## config.mk

```make
export PLATFORM = sky130hd
export DESIGN_NAME = warp_fetch_scheduler
export DESIGN_NICKNAME = d
export VERILOG_FILES = /design/src/rtl/warp_fetch_scheduler.sv
export SDC_FILE = /design/constraint.sdc
export NUM_CORES = 1
export LEC_CHECK = 0
export CAP_MARGIN = 10
export CORE_UTILIZATION = 53
export CTS_BUF_LIST = sky130_fd_sc_hd__clkbuf_16
export DETAILED_ROUTE_END_ITERATION = 10
export DONT_BUFFER_PORTS = 1
export HOLD_SLACK_MARGIN = 0.05
export PLACE_DENSITY = 0.71
export SLEW_MARGIN = 20
export SYNTH_ARGS = -nofsm -noshare
export SYNTH_HDL_FRONTEND = slang
export SYNTH_SLANG_ARGS = --single-unit
```

## constraint.sdc

```tcl
create_clock -name clk -period 7 [get_ports clk]
set_input_delay 1.05 -clock clk [delete_from_list [all_inputs] [get_ports clk]]
set_output_delay 1.05 -clock clk [all_outputs]
set_load 0.05 [all_outputs]
```

## src/rtl/warp_fetch_scheduler.sv

```systemverilog
// Dual-lane round-robin warp picker for instruction fetch: tracks IBuffer credits,
// masks warps held off by PC flushes, and registers two distinct one-hot grants.
module warp_fetch_scheduler #(
    parameter int IBUF_DEPTH = 2,
    parameter int FLUSH_HOLD = 2
) (
    input  logic       clk,
    input  logic       rst_n,
    input  logic [7:0] Active_SIMT_FS,
    input  logic       Stall_IF,
    input  logic [7:0] Dequeue_IB_FS,
    input  logic [7:0] UpdatePC_Qual1_SIMT_IF,
    input  logic [7:0] UpdatePC_Qual2_SIMT_IF,
    input  logic [7:0] UpdatePC_Qual3_ID0_IF,
    input  logic [7:0] UpdatePC_Qual3_ID1_IF,
    output logic [7:0] GRT_raw_1_RR_IF,
    output logic [7:0] GRT_raw_2_RR_IF,
    output logic [7:0] Eligible_FS
);
    localparam int CW = $clog2(IBUF_DEPTH + 1);
    localparam int HW = $clog2(FLUSH_HOLD + 1);
    localparam logic [CW-1:0] CREDIT_MAX = CW'(IBUF_DEPTH);
    localparam logic [CW-1:0] CREDIT_ONE = CW'(1);
    localparam logic [CW-1:0] CREDIT_ZERO = CW'(0);
    localparam logic [HW-1:0] HOLD_MAX = HW'(FLUSH_HOLD);
    localparam logic [HW-1:0] HOLD_ONE = HW'(1);
    localparam logic [HW-1:0] HOLD_ZERO = HW'(0);

    logic [CW-1:0] credit_r [8];
    logic [HW-1:0] hold_r [8];
    logic [2:0]    rr_ptr_r;
    logic [7:0]    grt1_r;
    logic [7:0]    grt2_r;

    logic [7:0] flush_s;
    logic [7:0] eligible_s;
    logic [3:0] scan1_s;
    logic [3:0] scan2_s;
    logic [7:0] sel1_s;
    logic [7:0] sel2_s;
    logic [7:0] selected_s;
    logic [2:0] rr_next_s;
    logic [7:0] sat_s;

    // First set bit of vec scanning cyclically from start; returns {found, index}.
    function automatic logic [3:0] scan_from(input logic [7:0] vec, input logic [2:0] start);
        logic [3:0] res;
        logic [2:0] cand;
        res = 4'b0000;
        for (int i = 7; i >= 0; i--) begin
            cand = start + 3'(i);
            if (vec[cand]) begin
                res = {1'b1, cand};
            end else begin
                res = res;
            end
        end
        return res;
    endfunction

    assign flush_s = UpdatePC_Qual1_SIMT_IF | UpdatePC_Qual2_SIMT_IF |
                     UpdatePC_Qual3_ID0_IF | UpdatePC_Qual3_ID1_IF;

    // Per-warp eligibility and saturating-dequeue detection.
    always_comb begin
        eligible_s = 8'h00;
        sat_s      = 8'h00;
        for (int w = 0; w < 8; w++) begin
            eligible_s[w] = Active_SIMT_FS[w] && (credit_r[w] != CREDIT_ZERO) &&
                            (hold_r[w] == HOLD_ZERO) && !flush_s[w] && !Stall_IF;
            sat_s[w] = !flush_s[w] && (hold_r[w] == HOLD_ZERO) && !selected_s[w] &&
                       Dequeue_IB_FS[w] && (credit_r[w] == CREDIT_MAX);
        end
    end

    // Lane 1 scans from the round-robin pointer; lane 2 continues just past lane 1.
    always_comb begin
        scan1_s = scan_from(eligible_s, rr_ptr_r);
        if (scan1_s[3]) begin
            sel1_s  = 8'h01 << scan1_s[2:0];
            scan2_s = scan_from(eligible_s & ~sel1_s, scan1_s[2:0] + 3'd1);
        end else begin
            sel1_s  = 8'h00;
            scan2_s = 4'b0000;
        end
        if (scan2_s[3]) begin
            sel2_s    = 8'h01 << scan2_s[2:0];
            rr_next_s = scan2_s[2:0] + 3'd1;
        end else if (scan1_s[3]) begin
            sel2_s    = 8'h00;
            rr_next_s = scan1_s[2:0] + 3'd1;
        end else begin
            sel2_s    = 8'h00;
            rr_next_s = rr_ptr_r;
        end
        selected_s = sel1_s | sel2_s;
    end

    // Grant registers, round-robin pointer and per-warp credit/hold state.
    always_ff @(posedge clk or negedge rst_n) begin
        if (!rst_n) begin
            grt1_r   <= 8'h00;
            grt2_r   <= 8'h00;
            rr_ptr_r <= 3'd0;
            for (int w = 0; w < 8; w++) begin
                credit_r[w] <= CREDIT_MAX;
                hold_r[w]   <= HOLD_ZERO;
            end
        end else begin
            grt1_r   <= sel1_s;
            grt2_r   <= sel2_s;
            rr_ptr_r <= rr_next_s;
            for (int w = 0; w < 8; w++) begin
                if (flush_s[w]) begin
                    credit_r[w] <= CREDIT_MAX;
                    hold_r[w]   <= HOLD_MAX;
                end else if (hold_r[w] != HOLD_ZERO) begin
                    hold_r[w] <= hold_r[w] - HOLD_ONE;
                end else if (selected_s[w] && !Dequeue_IB_FS[w]) begin
                    credit_r[w] <= credit_r[w] - CREDIT_ONE;
                end else if (!selected_s[w] && Dequeue_IB_FS[w] && (credit_r[w] != CREDIT_MAX)) begin
                    credit_r[w] <= credit_r[w] + CREDIT_ONE;
                end else begin
                    credit_r[w] <= credit_r[w];
                end
            end
        end
    end

    assign GRT_raw_1_RR_IF = grt1_r;
    assign GRT_raw_2_RR_IF = grt2_r;
    assign Eligible_FS     = eligible_s;

    warp_fetch_scheduler_chk u_chk (
        .clk   (clk),
        .rst_n (rst_n),
        .grt1  (grt1_r),
        .grt2  (grt2_r),
        .sat   (sat_s)
    );
endmodule

// Runtime checks on grant shape and on dequeues arriving at a full credit counter.
module warp_fetch_scheduler_chk (
    input logic       clk,
    input logic       rst_n,
    input logic [7:0] grt1,
    input logic [7:0] grt2,
    input logic [7:0] sat
);
    a_grt1_onehot: assert property (@(posedge clk) disable iff (!rst_n) $onehot0(grt1));
    a_grt2_onehot: assert property (@(posedge clk) disable iff (!rst_n) $onehot0(grt2));
    a_grt_distinct: assert property (@(posedge clk) disable iff (!rst_n)
        (grt2 == 8'h00) || ((grt1 != 8'h00) && (grt1 != grt2)));
    a_no_sat_dequeue: assert property (@(posedge clk) disable iff (!rst_n) sat == 8'h00);
endmodule

```

After elaboration in Yosys (flattened, before gate mapping). Index checks and enable logic that the tools add are counted.

Memories: 0. Latch bits: 0. Word-level logic and storage cells: 330. Bits in registers: 51. Bits of input ports: 51. Memory bits (read-only): 0. Memory bits (writable): 0. Output and inout bits: 24.

Reduce and logical (&&, ||, !) cells: 130. Shift operators: 2. Add/sub/neg operators: 40. Eq/ne operators: 16. Multiplexer cells: 101. Bitwise gates (word level): 6. Multiply operators: 0. Div/mod/pow operators: 0. Order comparisons: 16.

Operators with widths (count): $mux W2 (48); $mux W4 (17); $lt A3 B4 Y1 const B (16); $logic_and A1 B1 Y1 (56); $reduce_bool A2 Y1 (25); $bmux W1 S3 (16); $ne A2 B2 Y1 const B (16); $or A8 B8 Y8 (4); $sub A2 B1 Y2 const B (16); $logic_not A1 Y1 (25); $add A3 B3 Y3 const B (8); $reduce_bool A3 Y1 (8); $add A2 B1 Y2 const B (8); $logic_not A2 Y1 (8); $mux W1 (16); $mux W8 (2); $reduce_and A2 Y1 (8); $shl A1 B3 Y8 const A (2); $add A3 B1 Y3 const B (4); $add A3 B2 Y3 const B (4); $and A8 B8 Y8 (1); $not A8 Y8 (1); $mux W3 (2).

Logic depth before layout (Yosys ltp).
Depth after elaboration: 40. Mapped depth: 36. Mapped depth without buffers: 34.

Least setup slack after synthesis. No wires, ideal clock.

Kind: input to register. Start: in UpdatePC_Qual2_SIMT_IF[2]. End: reg credit_r[0] in the netlist's numbering. Data required time: 6901 ps. Stages: 30. Arrival: 7897 ps. Buffers on the path: 2. Setup slack: -997 ps. Setup time: 99 ps. Cell sequence: or4_4 -> nor3_2 -> mux2i_1 -> mux4_2 -> a31oi_1 -> o211ai_1 -> a21boi_0 -> a211oi_1 -> a21oi_1 -> o21ai_0 -> a21o_1 -> ha_1 -> ha_1 -> clkbuf_1 -> nand2b_1 -> and2_1 -> clkbuf_1 -> nor3_1 -> a32o_1 -> a31oi_1 -> o311ai_0 -> o2111a_1 -> a211oi_4 -> nor2_1 -> ha_1 -> and2_1 -> or3_1 -> o21ai_0 -> a21oi_1 -> a311oi_1.

Cells in the longest elaborated chain, start to end: 38. Elaborated cells between the ends (all ways): 79. Those cells by class: 8 x add/sub; 2 x shift; 54 x mux; 6 x bitwise; 9 x reduce/logical.

RTL lines: start, declared (RTL line 13) `input logic [7:0] UpdatePC_Qual2_SIMT_IF,`; $or A8 B8 Y8 (*) (2 in a row) (RTL line 61) `assign flush_s = UpdatePC_Qual1_SIMT_IF | UpdatePC_Qual2_SIMT_IF |`; $or A8 B8 Y8 (*) (RTL line 62) `UpdatePC_Qual3_ID0_IF | UpdatePC_Qual3_ID1_IF;`; $logic_not A1 Y1 (*); $logic_and A1 B1 Y1 (*) (2 in a row) (RTL line 70) `(hold_r[w] == HOLD_ZERO) && !flush_s[w] && !Stall_IF;`; net Eligible_FS[2] (RTL line 18) `output logic [7:0] Eligible_FS`; branches (longest 23 deep; another with $add A3 B1 Y3); $mux W4 (*) (RTL line 79) `if (scan1_s[3]) begin`; $shl A1 B3 Y8 (RTL line 87) `sel2_s = 8'h01 << scan2_s[2:0];`; $mux W8 (*) (RTL line 86) `if (scan2_s[3]) begin`; net sel2_s[7] (RTL line 40) `logic [7:0] sel2_s;`; $or A8 B8 Y8 (*) (RTL line 96) `selected_s = sel1_s | sel2_s;`; $logic_not A1 Y1 (RTL line 121) `end else if (!selected_s[w] && Dequeue_IB_FS[w] && (credit_r[w] != CREDIT_MAX)) begin`; $logic_and A1 B1 Y1 (2 in a row) (RTL line 121); $reduce_bool A3 Y1 (no line); $reduce_and A2 Y1 (no line); end signal, assigned by index (RTL line 120) `credit_r[w] <= credit_r[w] - CREDIT_ONE;`; end signal, assigned by index (RTL line 122) `credit_r[w] <= credit_r[w] + CREDIT_ONE;`; end signal, assigned by index (RTL line 124) `credit_r[w] <= credit_r[w];`; end, declared (RTL line 29) `logic [CW-1:0] credit_r [8];`.

Mark *: on every way through the listed nets, which the timed path passes. The select of a mux whose other input is x is not followed. A chain may end at the register's enable or synchronous reset.

Final worst setup path.
Start: in UpdatePC_Qual3_ID1_IF[6]. End: reg credit_r[0] in the netlist's numbering.

Cells in the longest elaborated chain, start to end: 36. Elaborated cells between the ends (all ways): 77. Those cells by class: 8 x add/sub; 2 x shift; 54 x mux; 4 x bitwise; 9 x reduce/logical.

RTL lines: start, declared (RTL line 15) `input logic [7:0] UpdatePC_Qual3_ID1_IF,`; $or A8 B8 Y8 (*) (RTL line 62); $logic_not A1 Y1 (*); $logic_and A1 B1 Y1 (*) (2 in a row) (RTL line 70); branches (longest 23 deep; another with $add A3 B1 Y3); $mux W4 (*) (RTL line 79); $shl A1 B3 Y8 (RTL line 87); $mux W8 (*) (RTL line 86); net sel2_s[7] (RTL line 40); $or A8 B8 Y8 (*) (RTL line 96); $logic_not A1 Y1 (RTL line 121); $logic_and A1 B1 Y1 (2 in a row) (RTL line 121); $reduce_bool A3 Y1 (no line); $reduce_and A2 Y1 (no line).

Marks and branches as above.

==> results.sh <==
export IMPL_std_cell_rows=37
export IMPL_die_width_um=105
export IMPL_critPathKind="input pin to flop"
export IMPL_arrival_ns=7.10
export IMPL_remaining_drc_errors=0
export IMPL_status="finished clean"
export IMPL_synth_edf_count=0
export IMPL_post_route_min_period_ns=6.89
export IMPL_syn_num_nets=745
export IMPL_required_ns=7.21
export IMPL_min_path_type="input pin to asynchronous set/reset pin"
export IMPL_async_reset_ff_frac=1.00
export IMPL_initial_core_util=0.547
export IMPL_use_met3=0.0779
export IMPL_synth_main_ff_cell="dfrtp_1"
export IMPL_grt_pass1_wl_um=31100
export IMPL_hold_viol_final=0
export IMPL_grt_pass1_vias=5810
export IMPL_relSlewSlack=0.234
export IMPL_synth_cells=672
export IMPL_io_buffers=0
export IMPL_io_pins=75
export IMPL_busiest_layer="met2"
export IMPL_syn_area_mm2=0.00565
export IMPL_final_common_cell="buf_4"
export IMPL_avgSynthCellArea_um2=8.40
export IMPL_clk_pin_slew_worst_paths_ns=0.07
export IMPL_cts_tree="built"
export IMPL_yosys_warnings=0
export IMPL_antennaDiodeCount=0
export IMPL_cp_end_kind="flop"
export IMPL_worstMarginPinSlew_ns=1.14
export IMPL_use_met1=0.499
export IMPL_clockBufferDepth=2
export IMPL_synth_cell_types=95
export IMPL_post_drt_wl_per_cell_um=21.7
export IMPL_fp_dieH_um=105
export IMPL_cts_sinks=51
export IMPL_clock_root_buffer="clkbuf_16"
export IMPL_wl_um=19800
export IMPL_setup_violations=0
export IMPL_holdBufCountCts=0
export IMPL_via_per_inst=6.75
export IMPL_max_cap_viol_count=0
export IMPL_grt_overflow_total=0
export IMPL_core_mm2=0.0103
export IMPL_yosysSeqAreaShare=0.228
export IMPL_timing_rr_start="hold_r[4]"
export IMPL_dr_pass1_iters=6
export IMPL_startpoint_type="input pin"
export IMPL_grt_start_max_net_pins=52
export IMPL_final_cell_mix="buf_4 (128), nor2_1 (56), dfrtp_1 (43)"
export IMPL_dieArea_mm2=0.0111
export IMPL_worstPathMaxFanout=12
export IMPL_dp_final_hpwl_um=15700
export IMPL_fin_worst_skew_ns=0.00880
export IMPL_rr_worst_depth=31
export IMPL_period_share=0.984
export IMPL_worstSetupStartpoint="UpdatePC_Qual3_ID1_IF[6]"
export IMPL_maxSlewViolCount=0
export IMPL_globalplace_congestion=1.08
export IMPL_ys_ff_latch=51
export IMPL_htree_levels=2
export IMPL_fmax_ghz=0.145
export IMPL_clk_latency_ns=0.30
export IMPL_nets=850
export IMPL_drive_above_1_share=0.326
export IMPL_grt_usage=0.358
export IMPL_syn2layout_area_growth_pct=26.4
export IMPL_drt_iter0_markers=667
export IMPL_grtUsageMet2=0.562
export IMPL_dpl_cell_count=886
export IMPL_cts_buffers_inserted=5
export IMPL_ant_nets=0
export IMPL_vias=6173
export IMPL_antenna_found_initial=0
export IMPL_fin_cells=914
==> cell families (layout without fill, tap and decap cells) <==
logic type      Yosys count  count (layout)  share of synthesized area
compound gates          205             205                      0.285
fa+ha+maj                22              22                     0.0487
mux                      34              34                     0.0880
flops                    51              51                      0.228
xor+xnor                 24              24                     0.0372
simple gates            260             260                      0.257
buf+inv                  76             182                     0.0563
==> worst paths after layout <==
| path | endpoint | slack (ns) |
|---|---|---|
| max reg2reg | credit_r[0] | 0.29 |
| min | hold_r[12] | 0.43 |
| max | credit_r[0] | 0.11 |
| min reg2reg | hold_r[5] | 0.51 |
| min in group clk | hold_r[5] | 0.51 |
| max in group asynchronous | credit_r[1] | 6.38 |
==> final cells by class <==
cell class	count	area [µm²]
inverters	43	184
well taps	136	170
flip-flops and latches	51	1290
clock inverters	3	26.3
fillers	825	3190
multi-input cells	545	4340
repair buffers	131	1000
clock buffers	5	125
==> state kept, by name (all words and copies together) (netlist names) <==
signal,count
rr_ptr_r,3
GRT_raw_1_RR_IF,8
GRT_raw_2_RR_IF,8
hold_r,16
credit_r,16
==> cells in the mapped netlist (all sizes together) (6+ instances only) <==
cell type / number / share of area
nand3: 20 / 0.020
o21ai: 29 / 0.026
nor4: 29 / 0.040
xnor2: 11 / 0.017
a31oi: 8 / 0.012
mux2i: 18 / 0.034
a211oi: 15 / 0.023
dfstp: 8 / 0.037
dfrtp: 43 / 0.19
nor3: 28 / 0.026
a211o: 6 / 0.0093
nand2: 46 / 0.033
and2: 16 / 0.018
o211ai: 21 / 0.030
o22ai: 6 / 0.0066
inv: 39 / 0.027
nand2b: 8 / 0.0089
a21oi: 36 / 0.033
mux4: 11 / 0.044
a21boi: 6 / 0.0080
or3: 9 / 0.012
a21o: 8 / 0.011
buf: 13 / 0.014
nor2: 57 / 0.038
xor2: 13 / 0.020
a221oi: 7 / 0.011
or4: 11 / 0.017
clkbuf: 20 / 0.013
o31ai: 9 / 0.014
ha: 22 / 0.049
or2: 8 / 0.0089
==> metal layers <==
metal  wire (µm)  up-vias
li1            -     2784
met3        1870       46
met4         440        0
met2        8950      338
met5           0        -
met1        8580     3005
==> metrics by stage <==
step	TNS [ns]	utilization	hold slack (ns)	worst slack [ns]	cell area, µm²
floorplan	-0.388	-	0.470	-0.147	5760
global placement	-0.256	0.639	0.482	-0.0608	6600
detailed placement	-1.04	0.639	0.495	-0.233	6600
CTS	0	0.654	0.432	0.0331	6750
global route	-0.111	0.691	0.425	-0.0581	7140
finish	0	0.691	0.432	0.113	7140
==> repair_timing <==
| item | in CTS | in global routing |
|---|---|---|
| gates resized for setup | 0 | 48 |
| buffers inserted | 0 | 20 |
| setup endpoints to repair | 0 | 15 |
==> worst max-delay path, cell delays in order <==
cell and delay (ns):
or4_4 0.56, or3_4 0.43, clkinvlp_4 0.10, mux2i_4 0.06, mux4_2 0.50, a31oi_1 0.19
o211ai_1 0.11, a21boi_1 0.19, a211oi_1 0.10, a21oi_1 0.14, o21ai_1 0.08, a21o_2 0.28
ha_4 0.19, ha_4 0.27, buf_4 0.19, xnor2_1 0.26, mux2_2 0.38, o2111a_1 0.15
o2111a_2 0.29, a211oi_4 0.22, buf_4 0.16, nor2_4 0.03, ha_2 0.16, and2_4 0.13
or3_4 0.36, o21ai_2 0.19, a21oi_2 0.07, a311oi_1 0.24
Power is not shown: default switching activity piles up to over one toggle a cycle in this logic, so the estimate is an artifact.
